<file path="src/rtl/fetch_stage_pkg.sv">
// Shared definitions for the instruction-fetch front end: the reset PC,
// the bubble encoding, the fetch FSM state type and an address helper.
package fetch_stage_pkg;

  // Default PC loaded on reset (word aligned)
  localparam logic [31:0] DEFAULT_RESET_PC = 32'h0000_0000;

  // sll $0,$0,0 -- the canonical MIPS no-op, used for every bubble
  localparam logic [31:0] DEFAULT_NOP_INSTR = 32'h0000_0000;

  // BOOT issues the very first read; RUN is the steady fetch state
  typedef enum logic [0:0] {
    BOOT = 1'b0,
    RUN  = 1'b1
  } FetchState;

  // Instruction addresses are always word aligned, so the low two bits are dropped
  function automatic logic [31:0] alignAddr(input logic [31:0] addr);
    return addr & ~32'd3;
  endfunction

endpackage

</file>
<file path="src/rtl/fetch_stage_if.sv">
// Signal bundle between the fetch stage and its neighbours: hazard-unit
// controls, the ID-stage redirect, the instruction memory port and the
// IF/ID pipeline register outputs.
interface fetch_stage_if;

  logic        PCWrite;
  logic        IF_ID_Write;
  logic        PCSrc;
  logic [31:0] Branch_Target;
  logic [31:0] imem_addr;
  logic        imem_rd_en;
  logic [31:0] imem_rdata;
  logic [31:0] IF_ID_PC4;
  logic [31:0] IF_ID_Instr;
  logic        IF_ID_Valid;

  // Surrounding pipeline / memory side
  modport master (
    output PCWrite, IF_ID_Write, PCSrc, Branch_Target, imem_rdata,
    input  imem_addr, imem_rd_en, IF_ID_PC4, IF_ID_Instr, IF_ID_Valid
  );

  // Fetch stage side
  modport slave (
    input  PCWrite, IF_ID_Write, PCSrc, Branch_Target, imem_rdata,
    output imem_addr, imem_rd_en, IF_ID_PC4, IF_ID_Instr, IF_ID_Valid
  );

endinterface

</file>
<file path="src/rtl/fetch_stage_pc_reg.sv">
// Program counter, its +4 incrementer and the next-PC selection.
// The selected next PC doubles as the memory read address, because the
// memory registers the address at the same edge that the PC does.
module fetch_pc_reg
  import fetch_stage_pkg::*;
#(
  parameter logic [31:0] RESET_PC = DEFAULT_RESET_PC
) (
  input  logic        clk,
  input  logic        rst,
  input  logic        runEn,
  input  logic        pcWrite,
  input  logic        ifIdWrite,
  input  logic        pcSrc,
  input  logic [31:0] branchTarget,
  output logic [31:0] pcPlus4,
  output logic [31:0] nextPc
);

  logic [31:0] pc;

  // Next PC: a stall outranks a redirect because the branch is still parked in ID
  always_comb begin
    pcPlus4 = pc + 32'd4;
    nextPc  = pc;
    if (runEn) begin
      if (!ifIdWrite) begin
        nextPc = pc;
      end else if (pcSrc) begin
        nextPc = alignAddr(branchTarget);
      end else if (pcWrite) begin
        nextPc = pcPlus4;
      end
    end
  end

  // PC register; holds itself outside RUN since nextPc equals pc there
  always_ff @(posedge clk or posedge rst) begin
    if (rst) begin
      pc <= alignAddr(RESET_PC);
    end else begin
      pc <= nextPc;
    end
  end

endmodule

</file>
<file path="src/rtl/fetch_stage.sv">
// IF stage plus IF/ID pipeline register. A one-cycle BOOT state primes the
// synchronous-read instruction memory; after that the stage fetches one word
// per cycle, holding on a hazard stall and inserting one bubble per redirect.
module fetch_stage
  import fetch_stage_pkg::*;
#(
  parameter logic [31:0] RESET_PC  = DEFAULT_RESET_PC,
  parameter logic [31:0] NOP_INSTR = DEFAULT_NOP_INSTR
) (
  input logic          clk,
  input logic          rst,
  fetch_stage_if.slave bus
);

  FetchState   state;
  FetchState   nextState;
  logic        runEn;
  logic [31:0] pcPlus4;
  logic [31:0] nextPc;

  logic [31:0] ifIdPc4;
  logic [31:0] ifIdInstr;
  logic        ifIdValid;
  logic [31:0] ifIdPc4Next;
  logic [31:0] ifIdInstrNext;
  logic        ifIdValidNext;

  fetch_pc_reg #(
    .RESET_PC(RESET_PC)
  ) pcReg (
    .clk         (clk),
    .rst         (rst),
    .runEn       (runEn),
    .pcWrite     (bus.PCWrite),
    .ifIdWrite   (bus.IF_ID_Write),
    .pcSrc       (bus.PCSrc),
    .branchTarget(bus.Branch_Target),
    .pcPlus4     (pcPlus4),
    .nextPc      (nextPc)
  );

  // FSM state register; reset always returns to BOOT
  always_ff @(posedge clk or posedge rst) begin
    if (rst) begin
      state <= BOOT;
    end else begin
      state <= nextState;
    end
  end

  // FSM next state: BOOT lasts exactly one cycle, RUN persists until reset
  always_comb begin
    nextState = state;
    runEn     = 1'b0;
    case (state)
      BOOT: begin
        nextState = RUN;
      end
      RUN: begin
        nextState = RUN;
        runEn     = 1'b1;
      end
      default: begin
        nextState = BOOT;
      end
    endcase
  end

  // IF/ID next value: bubble in BOOT, hold on stall, flush on redirect, else load
  always_comb begin
    ifIdPc4Next   = ifIdPc4;
    ifIdInstrNext = ifIdInstr;
    ifIdValidNext = ifIdValid;
    if (!runEn) begin
      ifIdPc4Next   = 32'd0;
      ifIdInstrNext = NOP_INSTR;
      ifIdValidNext = 1'b0;
    end else if (bus.IF_ID_Write) begin
      ifIdPc4Next = pcPlus4;
      if (bus.PCSrc) begin
        ifIdInstrNext = NOP_INSTR;
        ifIdValidNext = 1'b0;
      end else begin
        ifIdInstrNext = bus.imem_rdata;
        ifIdValidNext = 1'b1;
      end
    end
  end

  // IF/ID pipeline register; reset forces a bubble immediately
  always_ff @(posedge clk or posedge rst) begin
    if (rst) begin
      ifIdPc4   <= 32'd0;
      ifIdInstr <= NOP_INSTR;
      ifIdValid <= 1'b0;
    end else begin
      ifIdPc4   <= ifIdPc4Next;
      ifIdInstr <= ifIdInstrNext;
      ifIdValid <= ifIdValidNext;
    end
  end

  assign bus.imem_addr   = nextPc;
  assign bus.imem_rd_en  = 1'b1;
  assign bus.IF_ID_PC4   = ifIdPc4;
  assign bus.IF_ID_Instr = ifIdInstr;
  assign bus.IF_ID_Valid = ifIdValid;

  // The hazard unit must never advance the PC while freezing IF/ID
  illegalStallCombo: assert property (
    @(posedge clk) disable iff (rst)
    (state == RUN) |-> !(bus.PCWrite && !bus.IF_ID_Write)
  );

endmodule

</file>
<file path="src/flat_wrapper.sv">
// flat-port wrapper written by rule: the top's interface ports become plain ports
module fetch_stage_flat import fetch_stage_pkg::*;
#(
  parameter logic [31:0] RESET_PC  = DEFAULT_RESET_PC,
  parameter logic [31:0] NOP_INSTR = DEFAULT_NOP_INSTR
)
  (clk, rst, bus_PCWrite, bus_IF_ID_Write, bus_PCSrc, bus_Branch_Target, bus_imem_rdata, bus_imem_addr, bus_imem_rd_en, bus_IF_ID_PC4, bus_IF_ID_Instr, bus_IF_ID_Valid);
  fetch_stage_if bus_i ();
  input logic clk;
  input logic rst;
  input wire logic [$bits(bus_i.PCWrite)-1:0] bus_PCWrite;
  input wire logic [$bits(bus_i.IF_ID_Write)-1:0] bus_IF_ID_Write;
  input wire logic [$bits(bus_i.PCSrc)-1:0] bus_PCSrc;
  input wire logic [$bits(bus_i.Branch_Target)-1:0] bus_Branch_Target;
  input wire logic [$bits(bus_i.imem_rdata)-1:0] bus_imem_rdata;
  output wire logic [$bits(bus_i.imem_addr)-1:0] bus_imem_addr;
  output wire logic [$bits(bus_i.imem_rd_en)-1:0] bus_imem_rd_en;
  output wire logic [$bits(bus_i.IF_ID_PC4)-1:0] bus_IF_ID_PC4;
  output wire logic [$bits(bus_i.IF_ID_Instr)-1:0] bus_IF_ID_Instr;
  output wire logic [$bits(bus_i.IF_ID_Valid)-1:0] bus_IF_ID_Valid;
  assign bus_i.PCWrite = bus_PCWrite;
  assign bus_i.IF_ID_Write = bus_IF_ID_Write;
  assign bus_i.PCSrc = bus_PCSrc;
  assign bus_i.Branch_Target = bus_Branch_Target;
  assign bus_i.imem_rdata = bus_imem_rdata;
  assign bus_imem_addr = bus_i.imem_addr;
  assign bus_imem_rd_en = bus_i.imem_rd_en;
  assign bus_IF_ID_PC4 = bus_i.IF_ID_PC4;
  assign bus_IF_ID_Instr = bus_i.IF_ID_Instr;
  assign bus_IF_ID_Valid = bus_i.IF_ID_Valid;
  fetch_stage #(.RESET_PC(RESET_PC), .NOP_INSTR(NOP_INSTR)) u_core (.clk(clk), .rst(rst), .bus(bus_i));
endmodule
</file>
<file path="config.mk">
export PLATFORM = sky130hd
export DESIGN_NAME = fetch_stage_flat
export DESIGN_NICKNAME = d
export VERILOG_FILES = /design/src/rtl/fetch_stage_pkg.sv /design/src/rtl/fetch_stage_if.sv /design/src/rtl/fetch_stage_pc_reg.sv /design/src/rtl/fetch_stage.sv /design/src/flat_wrapper.sv
export SDC_FILE = /design/constraint.sdc
export NUM_CORES = 1
export LEC_CHECK = 0
export ABC_CLOCK_PERIOD_IN_PS = 7390
export CAP_MARGIN = 20
export CELL_PAD_IN_SITES_DETAIL_PLACEMENT = 1
export CELL_PAD_IN_SITES_GLOBAL_PLACEMENT = 2
export CORE_MARGIN = 1.5
export CORE_UTILIZATION = 30
export DETAILED_ROUTE_END_ITERATION = 7
export PLACE_DENSITY_LB_ADDON = 0.1
export RECOVER_POWER = 100
export SYNTH_ARGS = -nofsm -noshare
export SYNTH_HDL_FRONTEND = slang
export SYNTH_SLANG_ARGS = --single-unit
export TNS_END_PERCENT = 20
</file>
<file path="constraint.sdc">
create_clock -name clk -period 7.39 [get_ports clk]
set_input_delay 1.1085 -clock clk [delete_from_list [all_inputs] [get_ports clk]]
set_output_delay 1.1085 -clock clk [all_outputs]
set_load 0.05 [all_outputs]
</file>
==> results.md <==
* Number of different library cells in the post-synthesis netlist at 54
* Synthesis-stage register bit count at 98
* Area of the die at approximately 0.018 mm^2
* Reg-to-Reg End: u_core.bus.IF_ID_PC4[28]
* Clock share of power at a little under a third
* Drt via density at 5.32
* Most used DFF post-synth: dfrtp_1
* Part of the Yosys area used for sequential elements at approximately half
* Worst clock skew at just under 0.009 ns
* Slew Limit Fails at 76
* Top fanout value on the critical path at 36
* Failing checks: max-capacitance violations, max-slew violations
* Type of destination of the critical path: primary output
* First-pass GRT wire length at about 28 mm
* Largest stage delay on the critical path at roughly 1.3 ns
* Setup violations, final at 0
* Average wire per cell in the routed design at around 20 um
* Power Total at roughly 1.6 mW
* Signal arrival time at the worst endpoint at 5.16 ns
* Path type of the worst setup path: primary input to primary output
* Total length of routed wires at between 15 and 20 mm
* Mean instance size in the synthesized netlist at ~9.8 um^2
* Layout cells sized above 1 at under 10%
* Number of flops mapped to enable cells by yosys at 0
* Detail Route Antenna Nets at 0
* Post-layout util at a little over two fifths
* Peak VDD IR at ~0.00013 V
* Launch point of the worst path: bus_PCSrc
* # diodes at 0
* Number of standard-cell rows in the floorplan at 47
* Combinational power share at ~29%
* Cell internal pwr at just over 1 mW
* Clock period minus final worst setup slack at between 6 and 7 ns
* Setup bufs post-CTS at 0
* Critical Path Source Type: primary input
* Global-route usage over all layers at around a fifth
* Detailed-route DRC error count at 0
* CTS Hold Bufs at 0
* Placed instance area at between 0.006 and 0.007 mm^2
* Slowest CP cell: clkbuf_1
* Crit path to: bus_imem_addr[18]
* Fillers at approximately 1900
* Path depth of the worst reg2reg path at 6
* Number of buffers on the longest clock path at 2
* Via count of the first global-routing pass at 4772
* Worst path depth at 8
* Yosys top cell by area: dfrtp_1
* Area growth from synthesis to layout at 39.8%
* Final nets at 718
* Synthesized netlist cell count at between 500 and 600
* Min-Delay Path Class: flop to flop
* Starting density of the core at between 30% and 40%
* Worst R2R Start: u_core.pcReg.pc[2]
* RSZ-0062 raised after global routing: no
* Starting DRC count in detailed routing at between 300 and 400
* Critical path buffer and inverter count at 3
* Power density over cell area at ~230 mW/mm^2
* Number of clock sinks at between 90 and 100
* Top cells by area, synth: dfrtp_1, a22o_1, o21ai_0
* Reg-to-reg setup timing slack at between 4 and 5 ns
* Final clock period utilization by the worst path at ~85%
* Yosys top cell area share at about half
* Total negative setup slack at 0 ns
* Worst-path cell chain: clkdlybuf4s50_1 -> clkbuf_1 -> nand2b_1 -> nor2_1 -> nand2_1 -> nor4_1 -> nor3_1 -> dlygate4sd3_1
* Pin count of the biggest net entering global routing at between 70 and 80
* Worst-path clk slew at roughly 0.06 ns
* Total clock buffers created by CTS at 9
* Switching pwr at about 590 uW
* Achievable Freq at approximately 160 MHz
* Routed via count at about 4600
* Htree depth at 3
* Post-synthesis instance area at slightly above 0.005 mm^2
* Critical path required time at around 6.3 ns
* HPWL after detailed placement at roughly 12 mm
* Net Sw Frac at between 30% and 40%
* Total of buffers placed on input and output ports at 163
* # IOs at between 150 and 200
* Number of endpoints with negative hold slack in the final report at 0
* Area of the multi-input gates at 0.00226 mm^2
* Number of detailed-routing iterations run before antenna repair at 4
* Transition at the pin with the smallest max-transition slack at approximately 1.7 ns
* Worst Hold Slack at about 0.48 ns
* Result of the run: complete, but fails checks
* Sum of overflow across all layers after global routing at 0
* Post-route cell area at 0.00704 mm^2
* Count of maximum capacitance violations at 2
* CTS root buf: clkbuf_16
* Area inside the core boundary at roughly 0.016 mm^2
* Clock tree from TritonCTS: yes
* Leakage component of the power at slightly below 3 nW
* CP delay by family, top: buffers and inverters
* Area occupied by registers at about 0.0025 mm^2
* Post-CTS Resized at 0
* Reg power frac at between 40% and 50%
* Worst slew margin relative to its limit at -14.6%
* Die extent in y at approximately 130 um
* Global placement routability congestion at roughly 0.80
* X dimension of the die at between 100 and 150 um
* Worst-Skew Late Latency at 0.35 ns
* Antenna violations before repair at 0
* Share of synthesized flip-flops with an asynchronous set or reset at 100%
* Count of synthesis-stage warnings from yosys at 0
-- cells by family (layout without fill, tap and decap cells) --
| family | count (synthesis) | in the layout | synth area share (%) |
|---|---|---|---|
| AOI/OAI and AO/OA | 166 | 166 | 21.7 |
| and+or+nand+nor | 157 | 157 | 18.4 |
| DFF | 98 | 98 | 48.7 |
| buffers and inverters | 61 | 197 | 5.15 |
| xor gates and xnor gates | 27 | 27 | 4.70 |
| muxes | 5 | 5 | 1.02 |
| adders and majority gates | 1 | 1 | 0.249 |
| other | 1 | 2 | 0.0745 |
-- layout by cell type, fill, tap and decap left out, drive strengths merged, types with 15 or more instances in the layout --
cell type	count
a21oi	37
a22o	32
clkbuf	15
clkdlybuf4s50	63
dfrtp	98
dlygate4sd3	99
nand2	23
nand3	18
nor2	33
nor3	16
o21ai	49
xnor2	16
-- stage by stage --
step	instances	worst slack, ns
2_1_floorplan	517	3.15
3_3_place_gp	855	1.86
3_5_place_dp	855	1.78
4_1_cts	871	1.75
5_1_grt	873	0.856
6_report	873	1.12
-- worst min-delay path by stage --
stage | start | endpoint | cells after the start
after floorplan | u_core.pcReg.pc[0] | u_core.bus.IF_ID_PC4[0] | 2
after global routing | u_core.bus.IF_ID_Instr[31] | u_core.bus.IF_ID_Instr[31] | 1
after global placement | u_core.bus.IF_ID_Valid | u_core.bus.IF_ID_Valid | 1
after CTS | u_core.bus.IF_ID_Valid | u_core.bus.IF_ID_Valid | 1
after detailed placement | u_core.bus.IF_ID_Valid | u_core.bus.IF_ID_Valid | 1
final | u_core.bus.IF_ID_Valid | u_core.bus.IF_ID_Valid | 1
-- synth_stat cells, drive strengths merged, types with 3 or more instances --
cell	n
buf	19
a211oi	13
nor2	33
and2	7
o22ai	5
nand4	14
inv	9
a32oi	4
a31oi	3
o22a	3
nor3	16
a21oi	37
nor4	13
and3	9
nand2	23
or3	10
mux2i	4
xor2	11
dfrtp	98
o21ai	49
nand3b	3
and4	6
xnor2	16
a41oi	3
nand3	18
clkbuf	33
a311oi	8
a22o	32
-- state kept, by name (all words and copies together), names as in the netlist --
name	cells
u_core.bus.IF_ID_Valid	1
u_core.state	1
u_core.bus.IF_ID_Instr	32
u_core.bus.IF_ID_PC4	32
u_core.pcReg.pc	32
-- power by group through the flow --
stage | clock network (mW) | logic (mW) | registers (mW)
2_1_floorplan | 0 | 0.258 | 0.699
4_1_cts | 0.507 | 0.483 | 0.650
6_report | 0.493 | 0.458 | 0.649
3_5_place_dp | 0 | 0.481 | 0.660
3_3_place_gp | 0 | 0.478 | 0.657
5_1_grt | 0.530 | 0.489 | 0.658
-- area by class of cell --
class | instances | area share (%)
timing repair buffer | 172 | 24.3
multi-input combinational | 358 | 32.1
clock buffer | 11 | 3.45
sequential | 98 | 34.8
clock inverter | 5 | 0.871
tap | 220 | 3.91
inverter | 9 | 0.498
-- per-layer routing --
layer	global-route usage [%]	share of wire [%]
met3	3.14	5.1
met1	30.1	50
met5	0	0
met4	5.19	1.0
met2	29.8	44
Note: power is estimated with default switching activity, not from simulation.
==> RTL edit: new RTL, same settings <==
Make the reset (`rst`) synchronous in 3 clocked blocks.
--- a/src/rtl/fetch_stage_pc_reg.sv
+++ b/src/rtl/fetch_stage_pc_reg.sv
@@ -36,5 +36,5 @@
 
   // PC register; holds itself outside RUN since nextPc equals pc there
-  always_ff @(posedge clk or posedge rst) begin
+  always_ff @(posedge clk) begin
     if (rst) begin
       pc <= alignAddr(RESET_PC);
--- a/src/rtl/fetch_stage.sv
+++ b/src/rtl/fetch_stage.sv
@@ -41,5 +41,5 @@
 
   // FSM state register; reset always returns to BOOT
-  always_ff @(posedge clk or posedge rst) begin
+  always_ff @(posedge clk) begin
     if (rst) begin
       state <= BOOT;
@@ -89,5 +89,5 @@
 
   // IF/ID pipeline register; reset forces a bubble immediately
-  always_ff @(posedge clk or posedge rst) begin
+  always_ff @(posedge clk) begin
     if (rst) begin
       ifIdPc4   <= 32'd0;
Check against the original RTL: differs if rst is asserted again (counterexample within 4 cycles, from zero or initial values and one cycle with rst high); with rst held inactive, the same outputs for 4 cycles.
==> RTL edit against the original RTL <==
  * The flow still finishes with violations (max-capacitance violations, max-slew violations)
  * Design area decreased by 0.89%
  * Utilization increased by 1.2 points
  * Via count is 11% higher
  * Setup slack better by 440 ps
  * Sequential cell count is the same
  * Wire length rose by 8.3%
  * Total power decreased by 18%
  * Area after synthesis is 2.7% lower
  * Count of clock-buffer cells in the layout fell by 1
==> RTL edit: results (changes against the original RTL) <==
slew_viol_final: 46  # -39%
whs_ps: 472  # -5.08 ps
violations: "max-capacitance violations, max-slew violations"
hold_depth: 2  # +1
grt_max_degree: 55  # -29%
routed_wl_microns: 18700  # +8.3%
crit_slowest_cell: "dlygate4sd3_1"
drive_gt1_frac: 0.0370  # -0.00742
min_to: "u_core.bus.IF_ID_Instr[30]"
antenna_found_initial: 1  # +1
drv_cap: 1  # -1
ys_async_sr_fraction: 0  # -1.00
critPathMaxFanout: 48  # +33%
grt_usage: 0.220  # +0.0201
r2r_cells: 5  # -1
vdd_drop_max_v: 0.000106  # -19%
rr_startpoint: "u_core.pcReg.pc[11]"
synth-seq-area-share: 0.401  # -0.0865
regToRegSetupSlack_ps: 4590  # +80 ps
root_buffer: "clkbuf_16"
cp.arrival_ps: 4720  # -440 ps
avgViaCountPerCell: 5.28  # -0.88%
hold_start: "u_core.bus.IF_ID_Instr[30]"
tightest_slew_ps: 2050  # +327 ps
r2r_end: "u_core.pcReg.pc[31]"
yosys_most_used_dff: "dfxtp_1"
skew_ps: 14.6  # +5.78 ps
first_pass_iters: 5  # +1
hpwl_microns: 13600  # +11%
ys_top_cells_by_count: "dfxtp_1, nor2_1, a21oi_1, o21ai_0, clkbuf_1"
nets: 822  # +14%
p_sw_frac: 0.308  # -0.0614
status: "complete, but fails checks"
gp_congestion: 0.885  # +10%
p_leak_uw: 0.00264  # -10%
synth_area_leaders: "dfxtp_1, a21oi_1, nor2_1"
grt_pass1_wl_microns: 28500  # +2.6%
netlist-cell-type-count: 56  # +3.7%
grt_pass1_vias: 5139  # +7.7%
worstSetupStartpoint: "bus_IF_ID_Write"
-- RTL edit: layout make-up --
cell class / count / area (sq um)
Clock buffer: 10 / 239
Multi-Input combinational cell: 463 / 2700
Antenna cell: 1 / 2.50
Clock inverter: 6 / 73.8
Timing Repair Buffer: 172 / 1700
Sequential cell: 98 / 1960
Tap cell: 216 / 270
Fill cell: 1895 / 8910
Inverter: 8 / 30.0
-- RTL edit: kinds of logic (layout without fill, tap and decap cells) --
group	count (synthesis)	in the layout	share of synthesized area
AND/OR/NAND/NOR	265	265	0.284
AO/OA/AOI/OAI	164	164	0.205
flip-flops	98	98	0.401
buffers and inverters	58	196	0.0486
XOR/XNOR	28	28	0.0501
multiplexers	4	4	0.00818
adder cells (fa/ha/maj)	1	1	0.00256
other	1	2	0.000766
-- RTL edit: power groups by stage --
stage	sequential, uW	combinational (uW)	clock, uW
2_1_floorplan	600	124	0
3_3_place_gp	574	251	0
3_5_place_dp	575	257	0
4_1_cts	563	258	515
5_1_grt	566	264	541
6_report	563	248	506
-- RTL edit: worst min-delay path, cell delays in order, from the launching register on --
cell      delay [ps]
dfxtp_1          310
nand2b_1          60
a21oi_1           50
-- RTL edit: worst max-delay path by stage --
| stage | end | slack (ps) | cells past startpoint |
|---|---|---|---|
| floorplan | bus_imem_addr[7] | 2780 | 5 |
| global placement | bus_imem_addr[30] | 1840 | 8 |
| detailed placement | bus_imem_addr[30] | 1750 | 8 |
| CTS | bus_imem_addr[30] | 1730 | 8 |
| global route | bus_imem_addr[30] | 1260 | 8 |
| finish | bus_imem_addr[30] | 1560 | 8 |
-- RTL edit: stage by stage --
step / worst slack, ps / utilization / total power [uW] / cells
6_report: 1560 / 0.439 / 1320 / 974
5_1_grt: 1260 / 0.439 / 1370 / 974
4_1_cts: 1730 / 0.439 / 1340 / 972
3_3_place_gp: 1840 / 0.418 / 826 / 955
3_5_place_dp: 1750 / 0.420 / 832 / 956
2_1_floorplan: 2780 / - / 724 / 619
-- RTL edit: routing by layer --
layer	global-route usage	share of wire	vias up
met5	0	0	-
met4	0.0782	0.017	0
met3	0.0366	0.064	22
met2	0.348	0.46	187
met1	0.304	0.46	2441
li1	-	-	2488
